### config.mk
export PLATFORM = sky130hd
export DESIGN_NAME = mux2_1_wide_arbiter
export DESIGN_NICKNAME = d
export VERILOG_FILES = /design/src/rtl/mux2_1_wide_arbiter_pkg.sv /design/src/rtl/mux2_1_wide.sv /design/src/rtl/mux2_1_wide_arbiter.sv
export SDC_FILE = /design/constraint.sdc
export NUM_CORES = 1
export LEC_CHECK = 0
export ABC_AREA = 1
export CAP_MARGIN = 25
export CELL_PAD_IN_SITES_DETAIL_PLACEMENT = 1
export CELL_PAD_IN_SITES_GLOBAL_PLACEMENT = 1
export CORE_MARGIN = 8
export CORE_UTILIZATION = 29
export DETAILED_ROUTE_END_ITERATION = 6
export HOLD_SLACK_MARGIN = 0.03
export PLACE_DENSITY = 0.92
export SYNTH_ARGS = -nofsm -noshare
export SYNTH_HDL_FRONTEND = slang
export SYNTH_SLANG_ARGS = --single-unit
### constraint.sdc
create_clock -name clk -period 4.4 [get_ports clk]
set_clock_uncertainty 0.2 [all_clocks]
set_input_delay 0.88 -clock clk [delete_from_list [all_inputs] [get_ports clk]]
set_output_delay 0.88 -clock clk [all_outputs]
set_load 0.02 [all_outputs]
### src/rtl/mux2_1_wide_arbiter_pkg.sv
// mux2_1_wide_arbiter_pkg: ownership state type and requester count shared by the arbiter
package mux2_1_wide_arbiter_pkg;
   localparam int NUM_REQ = 2;
   typedef enum logic [1:0] {IDLE, OWN0, OWN1} arb_state_t;
endpackage

### src/rtl/mux2_1_wide.sv
// mux2_1_wide: WIDTH-bit two-input mux, sel picks in[sel]
module mux2_1_wide #(
   parameter int WIDTH = 64
) (
   input  logic [WIDTH-1:0] in [0:1],
   input  logic             sel,
   output logic [WIDTH-1:0] out
);
   assign out = in[sel];
endmodule

### src/rtl/mux2_1_wide_arbiter.sv
// mux2_1_wide_arbiter: two-requester round-robin arbiter with registered output; ARB_BURST_LOCK_EN keeps ownership until last
module mux2_1_wide_arbiter
   import mux2_1_wide_arbiter_pkg::*;
#(
   parameter int WIDTH = 64
) (
   input  logic               clk,
   input  logic               reset,
   input  logic [NUM_REQ-1:0] req,
   input  logic [WIDTH-1:0]   in [0:NUM_REQ-1],
   input  logic [NUM_REQ-1:0] last,
   output logic [NUM_REQ-1:0] gnt,
   output logic [WIDTH-1:0]   out,
   output logic               out_valid,
   input  logic               out_ready,
   output logic               owner
);
   arb_state_t       r_state;
   logic             r_rr;
   logic             r_owner;
   logic             r_out_valid;
   logic [WIDTH-1:0] r_out;
   logic [WIDTH-1:0] w_mux;
   logic             w_can_load;
   logic             w_xfer;
   logic             w_win;
   logic             w_last;

   mux2_1_wide #(.WIDTH(WIDTH)) u_mux (.in(in), .sel(r_owner), .out(w_mux));

   // a beat moves only for the owner and only when the output slot is free or draining
   always_comb begin
      w_can_load = !r_out_valid || out_ready;
      w_xfer     = (r_state == OWN0 || r_state == OWN1) && req[r_owner] && w_can_load;
      w_win      = &req ? r_rr : req[1];
   end

`ifdef ARB_BURST_LOCK_EN
   assign w_last = last[r_owner];
`else
   assign w_last = last[r_owner] | 1'b1;
`endif

   assign gnt       = {w_xfer & r_owner, w_xfer & ~r_owner};
   assign out       = r_out;
   assign out_valid = r_out_valid;
   assign owner     = r_owner;

   // arbitration, burst ownership and the output register
   always_ff @(posedge clk or posedge reset) begin
      if (reset) begin
         r_state     <= IDLE;
         r_rr        <= 1'b0;
         r_owner     <= 1'b0;
         r_out       <= '0;
         r_out_valid <= 1'b0;
      end else begin
         if (r_state == IDLE && |req) begin
            r_owner <= w_win;
            r_state <= w_win ? OWN1 : OWN0;
         end
         if (w_xfer) begin
            r_out       <= w_mux;
            r_out_valid <= 1'b1;
            if (w_last) begin
               r_state <= IDLE;
               r_rr    <= ~r_owner;
            end
         end else if (out_ready) begin
            r_out_valid <= 1'b0;
         end
      end
   end
endmodule

==> key figures <==
Detailed routing
  – Met1 routed wirelength after detailed routing: 5.86 mm
  – Count of unresolved DRC violations after routing: 0
  – Iteration-0 DRC Markers: approximately 220
  – Total length of routed met3 wires: between 1 and 1.5 mm
  – Routed length on met2: approximately 7.7 mm
  – Total detailed-routing wirelength: ~15 mm
  – Via density per instance: around 4.8
  – Highest signal layer in the routed design: met4
  – Post-DRT Antenna Nets: 0
  – Via count: 4271
  – DR WL/cell: 16.9 um
  – First-pass DRT Iterations: 4

GRT
  – GRT overflow: 0
  – Antenna violations before repair: 0
  – Pin count of the biggest net entering global routing: 70
  – Global routing usage summed across all routing layers: between 10% and 20%
  – Vias in the first global route: 4669
  – First-pass GRT wire length: around 24 mm

Yosys
  – Post-synth top area cell: sky130_fd_sc_hd__dfrtp_1
  – Syn nets: 666
  – Ys Warns: 0
  – Top post-synthesis cells by area: sky130_fd_sc_hd__dfrtp_1 46%, sky130_fd_sc_hd__nand2_1 33%, sky130_fd_sc_hd__nand4_1 11%
  – Sequential area share after synthesis: 45.9%
  – Area fraction of the dominant cell type after synthesis: 45.9%
  – FF+latch count, synth: slightly below 70
  – Cell area after technology mapping: 0.00376 mm2
  – Cells after synthesis: 530
  – Number of library cell types mapped by synthesis: 17
  – Synth Area per Inst: 7.10 um2

Worst setup path
  – Required time worst endpoint: 3.32 ns
  – Critical-path cell list: clkdlybuf4s50_1 > nand2_1 > nand2_1 > nand4_1 > inv_1 > clkdlybuf4s50_1
  – Worst EP arrival: about 2.4 ns
  – CP Max Fanout: 4
  – Crit path kind: primary input to primary output
  – Capturing element type of the critical path: primary output
  – Critical path's slowest cell: sky130_fd_sc_hd__clkdlybuf4s50_1
  – Type of element launching the critical path: primary input
  – Delay of the slowest critical-path stage: just over 0.6 ns

Layout
  – Layout cells sized above 1: roughly 4.3%
  – Number of diodes added for antenna fixing: 0
  – Net count reported at finish: 844
  – Most frequent cells in the layout: 334 x sky130_fd_sc_hd__nand2_1, 200 x sky130_fd_sc_hd__clkdlybuf4s50_1, 68 x sky130_fd_sc_hd__dfrtp_1, 65 x sky130_fd_sc_hd__nand4_1
  – Most frequent standard cell in the layout excluding fill and tap cells: sky130_fd_sc_hd__nand2_1
  – Final std cells w/o fill: roughly 890
  – Core utilization of the finished layout: roughly half
  – Area growth syn-to-layout: 61.7%
  – Summed area of non-filler cells in the final layout: 0.00609 mm2

Power and ir drop
  – Switching component of the power: 2.03 mW
  – Combinational Power Share: 59.3%
  – Sw Share: 45.9%
  – Power density normalized to cell area: 726 mW/mm2
  – Share of total power in the clock network: between 10% and 20%
  – Design internal power: 2.39 mW
  – Maximum vdd ir drop: ~0.00048 V
  – Leakage power total: 3.05 nW
  – Share of total power in sequential cells: 25.7%
  – Total power: ~4.4 mW

Floorplan
  – Die height: 130 um
  – FP Rows: 41
  – Floorplan core area: 0.0127 mm2
  – Starting Density: 29.7%
  – Die outline width: 130 um
  – Die footprint: 0.0169 mm2
  – Top-level I/O count: 203

Placed design
  – Routability Congestion: around 0.83
  – Cell Area, Placed: 0.00581 mm2
  – Total half-perimeter wirelength after legalization and detailed placement: 11.6 mm
  – # placed instances: 869
  – Count of input and output buffers: 200

STA
  – Hold Vio Cnt, Final: 0
  – Maximum clock rate: 284 MHz
  – Final Slew Violations: 0
  – Final min period: 3.52 ns
  – Setup repair after global routing missed its margin: no
  – Worst Max-Slew Pin Slew: 0.898 ns
  – Slew HR: 40.0%
  – Final Setup Violations: 0
  – Share of the cycle needed by the critical path after routing: 80.1%
  – Aggregate negative setup slack: 0 ns

Clock network
  – Root buf cell: sky130_fd_sc_hd__clkbuf_16
  – Post-cts gate resize count: 0
  – Number of buffers on the longest clock path: 2
  – H-Tree Level Count: 3
  – Hold-fix buffers at CTS: 0
  – Clock transition at the registers of the reported paths: 0.06 ns
  – TritonCTS clock tree: built
  – CTS buffer count: 9
  – Clock latency of the later-clocked register in the worst-skew pair: 0.32 ns
  – Clock sink total: 69
  – Post-CTS repair timing setup buffer count: 0

Outcome
  – Result of the run: completed

Run
  – # Max-Cap Violations: 0

Hold path
  – Type of the most critical hold path: flip-flop to flip-flop
-- cells in the mapped netlist, drive strengths merged --
master,count
inv,11
a21oi,1
buf,41
ha,1
clkbuf,1
o21ai,1
nand4,65
nand3,2
or2,1
nor2,2
dfrtp,69
nand2,335
-- worst max-delay path: cells and delay by family --
family                 cells  cell delay (ns)
buffers and inverters      3             1.24
AND/OR/NAND/NOR            3             0.32
-- registers in the layout (all words and copies together) (netlist names) --
name,count
r_state,2
owner,1
out_valid,1
r_rr,1
out,64
-- final cells by class --
type                    count  area (um2)
inverters                  11        41.3
well taps                 172         215
clock buffers              12         256
flip-flops and latches     69        1730
repair buffers            209        2090
multi-input cells         408        1730
fillers                  1569        6580
clock inverters             4        22.5
-- path summary, 6_finish.rpt --
kind | from | end | slack, ns | cells past startpoint
worst max-delay path | req[1] | gnt[0] | 0.88 | 6
worst min-delay path | r_rr | r_rr | 0.27 | 2
worst max register to register | owner | out[60] | 1.77 | 5
worst min register to register | r_rr | r_rr | 0.27 | 2
max in group asynchronous | reset | out[27] | 2.73 | 3
min in group asynchronous | reset | out[31] | 0.68 | 2
-- metrics by stage --
stage          hold slack [ns]  setup WS (ns)
2_1_floorplan            0.242           1.58
3_3_place_gp             0.262          0.903
3_5_place_dp             0.260          0.861
4_1_cts                  0.275          0.851
5_1_grt                  0.300          0.747
6_report                 0.273          0.877
-- per-layer routing --
layer  vias to the layer above  global-route usage (%)
met5                         -                       0
met3                        12                    5.43
li1                       2041                       -
met4                         0                    4.58
met2                       141                    32.3
met1                      2077                    20.2
-- power groups by stage --
stage          Sequential [mW]  Clock (mW)  Combinational [mW]
5_1_grt                   1.17       0.710                2.89
2_1_floorplan             1.48           0                1.22
6_report                  1.13       0.665                2.62
4_1_cts                   1.14       0.682                2.67
3_3_place_gp              1.12           0                2.53
3_5_place_dp              1.14           0                2.67
-- logic make-up after synthesis --
kind of cell,count (synthesis),synth area share (%)
compound gates,2,0.565
fa+ha+maj,1,0.332
buf+inv,53,8.28
flops,69,45.9
simple gates,405,45.0
(Power assumes the default switching activity.)
